[config.mk]
export PLATFORM = sky130hd
export DESIGN_NAME = reg_file_ckpt
export DESIGN_NICKNAME = d
export VERILOG_FILES = /design/src/rtl/reg_file_ckpt.sv
export SDC_FILE = /design/constraint.sdc
export NUM_CORES = 2
export LEC_CHECK = 0
export CORE_ASPECT_RATIO = 0.6
export CORE_MARGIN = 3
export CORE_UTILIZATION = 40
export DETAILED_ROUTE_END_ITERATION = 7
export PLACE_DENSITY = 0.56
export SLEW_MARGIN = 20
export SYNTH_ARGS = -nofsm -noshare
export SYNTH_HDL_FRONTEND = slang
export SYNTH_SLANG_ARGS = --single-unit
export TNS_END_PERCENT = 100
[constraint.sdc]
create_clock -name CLK -period 1.9 [get_ports CLK]
set_input_delay 0.285 -clock CLK [delete_from_list [all_inputs] [get_ports CLK]]
set_output_delay 0.285 -clock CLK [all_outputs]
set_load 0.005 [all_outputs]
[src/rtl/reg_file_ckpt.sv]
// Two-read / two-write pipeline register file with selectable write-to-read bypass
// and a single-level checkpoint/restore shadow bank for exception and mispredict recovery.
module reg_file_ckpt #(
    parameter int DATA_WID = 32,
    parameter int ADDR_WID = 4,
    parameter int BYPASS   = 1
) (
    input  logic                CLK,
    input  logic                RST_N,
    input  logic [ADDR_WID-1:0] srcA,
    input  logic [ADDR_WID-1:0] srcB,
    output logic [DATA_WID-1:0] valA,
    output logic [DATA_WID-1:0] valB,
    input  logic [ADDR_WID-1:0] destE,
    input  logic [DATA_WID-1:0] valE,
    input  logic [ADDR_WID-1:0] destM,
    input  logic [DATA_WID-1:0] valM,
    input  logic                ckpt_save,
    input  logic                ckpt_restore,
    output logic                ckpt_valid,
    output logic                restore_err
);
    localparam int DEPTH = 2 ** ADDR_WID;
    localparam logic [ADDR_WID-1:0] NONE_REG = {ADDR_WID{1'b1}};

    logic [DATA_WID-1:0] r_regs   [DEPTH];
    logic [DATA_WID-1:0] r_shadow [DEPTH];
    logic [DATA_WID-1:0] w_next   [DEPTH];
    logic                r_ckpt_valid;
    logic                r_restore_err;
    logic                w_do_restore;
    logic                w_do_save;
    logic                w_byp_en;

    assign w_do_restore = ckpt_restore & r_ckpt_valid;
    assign w_do_save    = ckpt_save & ~w_do_restore;
    // Forwarding is meaningless while in reset or when this cycle's writes are thrown away.
    assign w_byp_en     = (BYPASS != 0) & RST_N & ~w_do_restore;

    assign ckpt_valid  = r_ckpt_valid;
    assign restore_err = r_restore_err;

    // Post-edge architectural state; M takes priority over E on the same address.
    always_comb begin
        for (int i = 0; i < DEPTH; i++) begin
            w_next[i] = r_regs[i];
            if (i == DEPTH - 1) begin
                w_next[i] = {DATA_WID{1'b0}};
            end else if (w_do_restore) begin
                w_next[i] = r_shadow[i];
            end else if (destM == ADDR_WID'(i)) begin
                w_next[i] = valM;
            end else if (destE == ADDR_WID'(i)) begin
                w_next[i] = valE;
            end else begin
                w_next[i] = r_regs[i];
            end
        end
    end

    // Architectural bank, shadow bank and checkpoint status.
    always_ff @(posedge CLK or negedge RST_N) begin
        if (!RST_N) begin
            for (int i = 0; i < DEPTH; i++) begin
                r_regs[i]   <= {DATA_WID{1'b0}};
                r_shadow[i] <= {DATA_WID{1'b0}};
            end
            r_ckpt_valid  <= 1'b0;
            r_restore_err <= 1'b0;
        end else begin
            for (int i = 0; i < DEPTH; i++) begin
                r_regs[i] <= w_next[i];
                if (w_do_save) begin
                    r_shadow[i] <= w_next[i];
                end else begin
                    r_shadow[i] <= r_shadow[i];
                end
            end
            r_ckpt_valid  <= r_ckpt_valid | w_do_save;
            r_restore_err <= ckpt_restore & ~r_ckpt_valid;
        end
    end

    // Read port A.
    always_comb begin
        valA = r_regs[srcA];
        if (srcA == NONE_REG) begin
            valA = {DATA_WID{1'b0}};
        end else if (w_byp_en && (srcA == destM)) begin
            valA = valM;
        end else if (w_byp_en && (srcA == destE)) begin
            valA = valE;
        end else begin
            valA = r_regs[srcA];
        end
    end

    // Read port B.
    always_comb begin
        valB = r_regs[srcB];
        if (srcB == NONE_REG) begin
            valB = {DATA_WID{1'b0}};
        end else if (w_byp_en && (srcB == destM)) begin
            valB = valM;
        end else if (w_byp_en && (srcB == destE)) begin
            valB = valE;
        end else begin
            valB = r_regs[srcB];
        end
    end
endmodule

==> flow_summary.ini <==
[status]
outcome = finished with violations
violations = setup timing

[final_layout]
area_growth_pct = 26.46
final_cell_mix = dfrtp_1 (962), nand2_1 (960), o21ai_0 (713)
fin_util_pct = 51.36
nNetsFinal = 5651
stdcell_area_sq_mm = 0.06944
n_fill_cell = 11679
multi_input_area_sq_mm = 0.03023
layout-drive-gt1-share_pct = 30.19
final-seq-area_sq_mm = 0.02407
layout_commonest_cell = dfrtp_1

[timing]
skew_ns = 0.01892
tightest_slew_ns = 0.8769
fin_crit_sh_pct = 148.9
finalCriticalPeriod_ns = 2.829
setup_ws_ns = -0.9288
rsz0062_at_grt = yes
relSlewSlack_pct = 41.54
hold_violations = 0
setup-violations-final = 64
fmax_ghz = 0.3535
drv_slew = 0

[global_route]
grt_use_total_pct = 29.00
globalRouteOverflowTotal = 0
antenna_found_initial = 4
grt_pass1_wl_mm = 305.3
grt_pass1_vias = 43185
grt_max_degree = 136

[pwr]
power.density_mw_per_mm2 = 962.3
ir_drop_uv = 777.1
p_leak_nw = 32.18

[placement]
port_buffers = 149
dp_hpwl_mm = 142.3
routabilityCongestion = 0.9032
place_area_sq_mm = 0.06324

[route]
routed_wl_mm = 213.6
route.detailed.wl_per_inst_um = 28.68
viasPerCell = 6.047
route.detailed.drc = 0
drtIter0Drc = 5268
ant_nets = 0
vias = 45049
drtPass1Iterations = 8

[die]
rows = 104
core_sq_mm = 0.1352
start_util_pct = 40.61
io_pins = 150
die_area_sq_mm = 0.1419
fp.dieW_um = 484.3
die-height_um = 293.0

[synthesis]
yosys_warnings = 0
syn_inst = 5214
synth-seq-cells = 962
synthesis.nets = 5298
avgSynthCellArea_sq_um = 10.53
synthArstFlopShare_pct = 100.0
synth_edf_count = 0
synth_area_sq_mm = 0.05491
synth_flop_cell = dfrtp_1
synth_sequential_area_ratio_pct = 43.84
yosys.cell_types.count = 40

[flow_run]
maxCapViolations = 0

[clock_tree]
cts_sinks = 962
cts_tree = done
htreeDepth = 3
clock_path_buffers = 3
clk_pin_slew_ns = 0.07
cts_made_buffers = 96
insertion_delay_ns = 0.72
cts_root_buffer = clkbuf_16

[hold_path]
hold_class = input port to register
worstHoldStart = ckpt_restore

[worst_setup_path]
worst-endpoint-arrival_ns = 2.54
cp_max_fo = 11
timing.rr.start = ckpt_valid
critical_path_class = register to output pin
slowest_stage = dfrtp_1
startpoint = ckpt_valid
required_ns = 1.62
endpoint_kind = output pin
crit_chain = nand2_2 > nand2_8 > buf_6 > buf_16 > buf_4 > o31ai_1 > a311oi_2 > clkbuf_2
startpoint_type = register
critPathMaxStageDelay_ns = 0.37
==> cell usage after synthesis, types with 63 or more instances <==
cell / number / share of area (%)
mux2i_1: 612 / 11
mux2_2: 280 / 5.7
dfrtp_1: 962 / 44
o21ai_1: 240 / 2.2
a311oi_1: 63 / 1.0
o21ai_0: 720 / 6.6
or2_2: 65 / 0.74
mux2_1: 200 / 4.1
nor4_1: 64 / 0.73
o31ai_1: 64 / 0.88
clkbuf_1: 308 / 2.1
buf_2: 140 / 1.3
nand2_1: 972 / 6.6
mux4_2: 192 / 7.9
==> through the flow <==
stage	power, mW	TNS [ns]	hold WS, ns	std cells	setup slack [ns]
5_1_grt	69.94	-52.23	0.2000	7450	-0.9424
4_1_cts	66.37	-51.66	0.1628	7421	-0.9275
2_1_floorplan	37.50	-0.2226	-0.01059	5214	-0.008139
3_3_place_gp	43.60	-775.96	0.4538	7215	-1.649
6_report	66.82	-49.36	0.2049	7450	-0.9288
3_5_place_dp	44.19	-783.13	0.4627	7215	-1.651
==> power by group <==
group	switching [mW]	internal, mW
logic	8.78	8.45
registers	2.98	24.9
clock network	9.10	12.6
total	20.9	46.0
==> routing by layer <==
metal	global-route usage [%]	up-vias	wire length, um
met1	42.17	22683	93250
met4	10.49	2	7999
li1	-	19565	-
met3	7.235	409	22380
met5	0	-	13
met2	41.81	2390	89990
==> logic make-up (layout without fill, tap and decap cells) <==
| group | Yosys count | count (layout) | synth area share, % |
|---|---|---|---|
| other cells | 0 | 1 | 0 |
| simple gates | 1144 | 1144 | 8.928 |
| xor+xnor | 16 | 16 | 0.2826 |
| flops | 962 | 962 | 43.84 |
| mux | 1284 | 1284 | 28.88 |
| compound gates | 1214 | 1214 | 12.52 |
| buf+inv | 594 | 1027 | 5.547 |
==> worst max-delay path, delay by kind of cell (launching register included) <==
kind                   cells  cell delay (ns)
AND/OR/NAND/NOR            2             0.24
buffers and inverters      4             0.74
flip-flops                 1             0.37
AO/OA/AOI/OAI              2             0.44
==> flip-flops by register name (all words and copies together), names as in the netlist <==
register	cells
restore_err	1
ckpt_valid	1
r_shadow	480
r_regs	480
==> worst paths after layout <==
path | end | slack (ns) | cells after the start
hold / removal | restore_err | 0.20 | 2
min in group asynchronous | r_shadow[507] | 0.49 | 4
setup / recovery | valA[10] | -0.93 | 8
max in group asynchronous | r_shadow[293] | 0.13 | 5
setup reg to reg | r_regs[281] | 0.29 | 5
hold reg to reg | r_regs[184] | 0.47 | 2
==> final cells by class <==
cell class / instances / area share [%]
Timing Repair Buffer: 818 / 13.29
Sequential cell: 962 / 34.67
Clock buffer: 125 / 3.923
Clock inverter: 53 / 1.155
Tap cell: 1802 / 3.247
Multi-Input combinational cell: 3658 / 43.54
Inverter: 31 / 0.1676
Antenna cell: 1 / 0.003604
==> timing repair <==
item / CTS / global route
pin swaps: 64 / 76
cloned: 2 / 12
hold buffers: 1 / 0
setup endpoints to repair: 383 / 446
hold endpoints to repair: 170 / 0
gates resized for setup: 458 / 197
setup buffers: 28 / 23
No activity file was read; power rests on OpenSTA's default activity.
